--- src/rtl/div_pwm_if.sv ---
// Bundles the div_pwm control, divided-clock and PWM output signals.
// The master drives control, the slave (div_pwm) returns the PWM outputs.
interface div_pwm_if #(
    parameter int W = 8
);
    logic         en;
    logic [1:0]   sel;
    logic         clk2;
    logic         clk4;
    logic         clk8;
    logic [W-1:0] duty;
    logic         load;
    logic         pwm_out;
    logic         tick_out;
    logic         period_done;

    modport master (
        output en, sel, clk2, clk4, clk8, duty, load,
        input  pwm_out, tick_out, period_done
    );

    modport slave (
        input  en, sel, clk2, clk4, clk8, duty, load,
        output pwm_out, tick_out, period_done
    );
endinterface

--- src/rtl/div_pwm.sv ---
// PWM generator: a 2^W-tick period counter advanced by a selectable tick source,
// with a shadowed duty register that is applied at the period wrap.
module div_pwm #(
    parameter int W = 8
) (
    input  logic       clk,
    input  logic       rst,
    div_pwm_if.slave   bus
);
    typedef enum logic {
        IDLE = 1'b0,
        RUN  = 1'b1
    } state_t;

    localparam logic [W-1:0] CNT_MAX = {W{1'b1}};
    localparam logic [W-1:0] CNT_ONE = {{(W-1){1'b0}}, 1'b1};

    state_t       state_r;
    logic [W-1:0] cnt_r;
    logic [W-1:0] duty_act_r;
    logic [W-1:0] duty_sh_r;
    logic         pending_r;
    logic         prev2_r;
    logic         prev4_r;
    logic         prev8_r;
    logic         pwm_r;
    logic         tick_r;
    logic         done_r;
    logic         tick_s;
    logic         wrap_s;

    // Selected tick: rising edge of the chosen divided clock, or every cycle.
    always_comb begin
        tick_s = 1'b0;
        case (bus.sel)
            2'd0:    tick_s = 1'b1;
            2'd1:    tick_s = bus.clk2 & ~prev2_r;
            2'd2:    tick_s = bus.clk4 & ~prev4_r;
            2'd3:    tick_s = bus.clk8 & ~prev8_r;
            default: tick_s = 1'b0;
        endcase
    end

    // A wrap only counts while running and staying enabled.
    always_comb begin
        if ((state_r == RUN) && bus.en && tick_s && (cnt_r == CNT_MAX)) begin
            wrap_s = 1'b1;
        end else begin
            wrap_s = 1'b0;
        end
    end

    // Run/idle FSM, counter, duty shadowing and registered outputs.
    always_ff @(posedge clk) begin
        if (rst) begin
            state_r    <= IDLE;
            cnt_r      <= '0;
            duty_act_r <= '0;
            duty_sh_r  <= '0;
            pending_r  <= 1'b0;
            prev2_r    <= 1'b0;
            prev4_r    <= 1'b0;
            prev8_r    <= 1'b0;
            pwm_r      <= 1'b0;
            tick_r     <= 1'b0;
            done_r     <= 1'b0;
        end else begin
            // Edge detectors track their inputs unconditionally so a sel change never fakes a rise.
            prev2_r <= bus.clk2;
            prev4_r <= bus.clk4;
            prev8_r <= bus.clk8;
            pwm_r   <= 1'b0;
            tick_r  <= 1'b0;
            done_r  <= 1'b0;
            case (state_r)
                IDLE: begin
                    if (bus.load) begin
                        duty_act_r <= bus.duty;
                        duty_sh_r  <= bus.duty;
                        pending_r  <= 1'b0;
                    end
                    if (bus.en) begin
                        state_r <= RUN;
                    end
                end
                RUN: begin
                    if (bus.en) begin
                        pwm_r <= (cnt_r < duty_act_r);
                        if (tick_s) begin
                            cnt_r  <= cnt_r + CNT_ONE;
                            tick_r <= 1'b1;
                            done_r <= wrap_s;
                        end
                        if (wrap_s && bus.load) begin
                            duty_act_r <= bus.duty;
                            duty_sh_r  <= bus.duty;
                            pending_r  <= 1'b0;
                        end else if (wrap_s) begin
                            if (pending_r) begin
                                duty_act_r <= duty_sh_r;
                            end
                            pending_r <= 1'b0;
                        end else if (bus.load) begin
                            duty_sh_r <= bus.duty;
                            pending_r <= 1'b1;
                        end
                    end else begin
                        // Leaving RUN wins over any tick in the same cycle.
                        state_r <= IDLE;
                        cnt_r   <= '0;
                        if (bus.load) begin
                            duty_sh_r <= bus.duty;
                            pending_r <= 1'b1;
                        end
                    end
                end
                default: begin
                    state_r <= IDLE;
                    cnt_r   <= '0;
                end
            endcase
        end
    end

    assign bus.pwm_out     = pwm_r;
    assign bus.tick_out    = tick_r;
    assign bus.period_done = done_r;
endmodule

--- src/flat_wrapper.sv ---
// flat-port wrapper written by rule: the top's interface ports become plain ports
module div_pwm_flat 
#(
    parameter int W = 8
)
  (clk, rst, bus_en, bus_sel, bus_clk2, bus_clk4, bus_clk8, bus_duty, bus_load, bus_pwm_out, bus_tick_out, bus_period_done);
  div_pwm_if #(.W(W)) bus_i ();
  input  logic clk;
  input  logic rst;
  input wire logic [$bits(bus_i.en)-1:0] bus_en;
  input wire logic [$bits(bus_i.sel)-1:0] bus_sel;
  input wire logic [$bits(bus_i.clk2)-1:0] bus_clk2;
  input wire logic [$bits(bus_i.clk4)-1:0] bus_clk4;
  input wire logic [$bits(bus_i.clk8)-1:0] bus_clk8;
  input wire logic [$bits(bus_i.duty)-1:0] bus_duty;
  input wire logic [$bits(bus_i.load)-1:0] bus_load;
  output wire logic [$bits(bus_i.pwm_out)-1:0] bus_pwm_out;
  output wire logic [$bits(bus_i.tick_out)-1:0] bus_tick_out;
  output wire logic [$bits(bus_i.period_done)-1:0] bus_period_done;
  assign bus_i.en = bus_en;
  assign bus_i.sel = bus_sel;
  assign bus_i.clk2 = bus_clk2;
  assign bus_i.clk4 = bus_clk4;
  assign bus_i.clk8 = bus_clk8;
  assign bus_i.duty = bus_duty;
  assign bus_i.load = bus_load;
  assign bus_pwm_out = bus_i.pwm_out;
  assign bus_tick_out = bus_i.tick_out;
  assign bus_period_done = bus_i.period_done;
  div_pwm #(.W(W)) u_core (.clk(clk), .rst(rst), .bus(bus_i));
endmodule
--- config.mk ---
export PLATFORM = sky130hd
export DESIGN_NAME = div_pwm_flat
export DESIGN_NICKNAME = d
export VERILOG_FILES = /design/src/rtl/div_pwm_if.sv /design/src/rtl/div_pwm.sv /design/src/flat_wrapper.sv
export SDC_FILE = /design/constraint.sdc
export NUM_CORES = 1
export LEC_CHECK = 0
export ABC_CLOCK_PERIOD_IN_PS = 4600
export BUFFER_PORTS_ARGS = -buffer_cell sky130_fd_sc_hd__clkbuf_2
export CORE_MARGIN = 2
export CORE_UTILIZATION = 48
export CTS_BUF_LIST = sky130_fd_sc_hd__clkbuf_8
export CTS_CLUSTER_DIAMETER = 40
export DETAILED_ROUTE_END_ITERATION = 10
export GPL_ROUTABILITY_DRIVEN = 0
export HOLD_SLACK_MARGIN = 0.06
export PLACE_DENSITY = 0.71
export SKIP_LAST_GASP = 1
export SLEW_MARGIN = 20
export SYNTH_ARGS = -nofsm -noshare
export SYNTH_HDL_FRONTEND = slang
export SYNTH_SLANG_ARGS = --single-unit
--- constraint.sdc ---
create_clock -name clk -period 4.6 [get_ports clk]
set_clock_uncertainty 0.15 [all_clocks]
set_input_delay 0.23 -clock clk [delete_from_list [all_inputs] [get_ports clk]]
set_output_delay 0.23 -clock clk [all_outputs]
set_load 0.005 [all_outputs]
==> flow_summary.ini <==
[clock_tree]
insertion_delay_ns = 0.29
number_of_buffers_created_by_cts = 5
clockBufferDepth = 2
cts_root_buf = sky130_fd_sc_hd__clkbuf_8
clk_pin_slew_ns = 0.07
numClockSinks = 32
post_cts.resized_instances = 0
cts_tree = built
htree_levels = 2

[synth]
async_set_reset_flop_share_out_of_synthesis_pct = 0
synth.cells.most_frequent = sky130_fd_sc_hd__dfxtp_1, sky130_fd_sc_hd__nor2_1, sky130_fd_sc_hd__inv_1
synth_ff_type = sky130_fd_sc_hd__dfxtp_1
synth.most_common_cell = sky130_fd_sc_hd__dfxtp_1
syn-mean-instance-area_um2 = 8.15
synth_cell_type_count = 36
synth_nets = 232
synth.largest_area_cell = sky130_fd_sc_hd__dfxtp_1
synth_seq_area_share_pct = 38.0
ff_latch_count_synth = 32
synth.cell_area_mm2 = 0.00169
yosysTopAreaCellShare_pct = 38.0
synth_cells = 207
netlist_top_cells_area = sky130_fd_sc_hd__dfxtp_1, sky130_fd_sc_hd__ha_1, sky130_fd_sc_hd__nor2_1
yosys_synthesis_warning_count = 0
number_of_flops_mapped_to_enable_cells_by_yosys = 0

[setup_path]
arrival_ns = 2.62
crit-reg2reg-launch = u_core.cnt_r[0]$_SDFFE_PP0P_
worst-r2r-setup-slack_ns = 2.09
crit_type = in2reg
worstPathMaxFanout = 21
r2r_end = u_core.duty_act_r[1]$_SDFFE_PP0P_
worst_setup_ep = u_core.duty_act_r[1]$_SDFFE_PP0P_
slowest_stage = sky130_fd_sc_hd__or4b_1
critical_path.max_stage_delay_ns = 0.78
setup.worst_path.start_class = primary input
cp_top_family = simple AND/OR/NAND/NOR gates
worstSetupEndpointType = register
cp_num_buf_inv = 2
worstSetupStartpoint = bus_clk2
worst_r2r_path_depth = 6
worstPathCellList = dlygate4sd3_1 > clkbuf_2 > nor3b_2 > a41oi_1 > and2_1 > or4b_1 > a221oi_1
required_ns = 4.63
cp_num_cells = 7

[global_route]
grt_util_all_layers_pct = 22.3
grt_first_pass_wirelength_um = 6940
first_global_vias = 1533
grt_max_degree = 36
grt_antenna_before_repair = 0
grt_overflow_total = 0

[die]
floorplan.initialDensity_pct = 50.1
die_y_um = 63.3
core-area_mm2 = 0.00336
die-width_um = 63.3
ios = 20
placementRows = 21
fp.dieArea_mm2 = 0.00400

[pwr]
p_sw_share_pct = 26.8
finalPower_mw = 0.579
total_leakage_power_nw = 0.795
share_comb_of_total_power_pct = 13.6
p_int_mw = 0.424
clock_power_share_pct = 34.9
pwr_density_cell_mw_per_mm2 = 297
p_switching_mw = 0.155
seq_power_share_pct = 51.5
vdd_drop_max_mv = 0.200

[timing]
fmaxAchievable_mhz = 386
timing_hold_violations_final = 0
tightest_slew_ns = 0.788
final-max-slew-violation-count = 0
setup-violations-final = 0
slew-limit-headroom_pct = 47.2
grt_setup_unrepaired = no
final_critical_path_setup_slack_ns = 2.01
timing.final.crit_share_pct = 56.3
finalWorstPathRequiredPeriod_ns = 2.59
final_total_negative_setup_slack_ns = 0

[hold_path]
worstHoldPathType = in2reg

[flow_run]
maxCapViolCount = 0

[routing]
drt_first_iter_violations = 59
routed_wire_length_um = 3890
firstDrtPassIters = 4
dr_wl_met2_um = 1800
route.top_layer_used = met4
route.vias.total = 1586
route.antenna.remaining_nets = 0
met3_wire_length_um = 178
viasPerCell = 5.79
remaining_drc_errors = 0
route.layer.met1.wl_um = 1830
routed_wire_length_per_instance_um = 14.2

[status]
outcome = finished, final reports clean

[final_layout]
layout-drive-gt1-share_pct = 12.3
finish.net_count = 253
fin_cells = 274
synthesis_to_finish_area_growth_pct = 15.7
diodes = 0
finalCoreUtilization_pct = 58.0

[placement]
dp_slack_ns = 2.11
io_buffers = 19
cell_total_after_placement = 258
detailedPlacementHpwl_um = 2600
[worst min-delay path by stage]
stage	start	to	slack, ns	cells past startpoint
floorplan	bus_clk2	u_core.prev2_r$_SDFF_PP0_	0.21	1
global placement	bus_clk2	u_core.prev2_r$_SDFF_PP0_	0.30	2
detailed placement	bus_clk2	u_core.prev2_r$_SDFF_PP0_	0.31	2
CTS	bus_duty[6]	register	0.06	3
global route	bus_duty[0]	register	0.10	3
finish	bus_duty[6]	register	0.07	3
[timing repair]
action,CTS,global route
setup buffers,0,0
endpoints found under the hold margin,9,0
hold buffers,9,0
[cells in the final DEF (no fill, tap or decap)]
cell type and n:
sky130_fd_sc_hd__o41ai_1 8, sky130_fd_sc_hd__o32ai_1 1, sky130_fd_sc_hd__a221oi_1 8, sky130_fd_sc_hd__or4b_1 2, sky130_fd_sc_hd__or2_2 2, sky130_fd_sc_hd__a211oi_1 1
sky130_fd_sc_hd__nand3_1 4, sky130_fd_sc_hd__or2_0 1, sky130_fd_sc_hd__o221ai_1 1, sky130_fd_sc_hd__nor2_1 22, sky130_fd_sc_hd__nor4_1 1, sky130_fd_sc_hd__nor2b_1 4
sky130_fd_sc_hd__nor3_1 6, sky130_fd_sc_hd__dfxtp_1 32, sky130_fd_sc_hd__a21o_1 3, sky130_fd_sc_hd__o21ai_0 11, sky130_fd_sc_hd__o311ai_0 1, sky130_fd_sc_hd__a41oi_1 1
sky130_fd_sc_hd__and2_1 1, sky130_fd_sc_hd__a2bb2oi_1 1, sky130_fd_sc_hd__a31oi_1 2, sky130_fd_sc_hd__or3_1 1, sky130_fd_sc_hd__nand2_1 14, sky130_fd_sc_hd__nand2b_1 2
sky130_fd_sc_hd__or4_1 2, sky130_fd_sc_hd__ha_1 8, sky130_fd_sc_hd__clkinv_2 1, sky130_fd_sc_hd__a32oi_1 2, sky130_fd_sc_hd__nand4_1 1, sky130_fd_sc_hd__clkbuf_8 5
sky130_fd_sc_hd__clkbuf_2 19, sky130_fd_sc_hd__nor3b_2 1, sky130_fd_sc_hd__o2111ai_1 3, sky130_fd_sc_hd__a21oi_1 14, sky130_fd_sc_hd__mux2i_1 8, sky130_fd_sc_hd__dlygate4sd3_1 9
sky130_fd_sc_hd__o211ai_1 3, sky130_fd_sc_hd__inv_1 22
[metrics by stage]
step	area [um^2]	hold slack, ns
floorplan	1690	0.208
global placement	1780	0.304
detailed placement	1780	0.315
CTS	1950	0.0630
global route	1950	0.102
finish	1950	0.0654
[cell families (layout without fill, tap and decap cells)]
kind of cell    Yosys count  in the layout  synth area share, %
compound gates           60             60                 24.8
fa+ha+maj                 8              8                 5.93
buf+inv                  35             56                 7.94
flops                    32             32                 38.0
mux                       8              8                 4.75
simple gates             64             64                 18.6
[power groups by stage]
stage / Combinational, mW / Clock, mW / Sequential, mW
floorplan: 0.0544 / 0 / 0.301
global placement: 0.0715 / 0 / 0.304
detailed placement: 0.0725 / 0 / 0.305
CTS: 0.0789 / 0.207 / 0.298
global route: 0.0897 / 0.217 / 0.300
finish: 0.0787 / 0.202 / 0.298
[final cells by class]
cell class              count  area, um^2
clock buffers               5        68.8
clock inverters             2        8.76
fillers                   336        1410
inverters                  21        78.8
multi-input cells         140         912
flip-flops and latches     32         641
well taps                  46        57.6
repair buffers             28         185
[routing by layer]
metal | global-route usage, % | vias up
met5 | 0 | -
met4 | 8.97 | 0
met3 | 6.43 | 6
met2 | 35.6 | 31
met1 | 28.3 | 755
li1 | - | 794
[worst register-to-register path, stage by stage (launching register included)]
cell and delay, ns:
sky130_fd_sc_hd__dfxtp_1 0.38, sky130_fd_sc_hd__ha_1 0.19, sky130_fd_sc_hd__nand3_1 0.14, sky130_fd_sc_hd__nor2_1 0.12, sky130_fd_sc_hd__nand3_1 0.33, sky130_fd_sc_hd__or4b_1 0.78
sky130_fd_sc_hd__a221oi_1 0.32
Power figures use the tool's default switching activity.
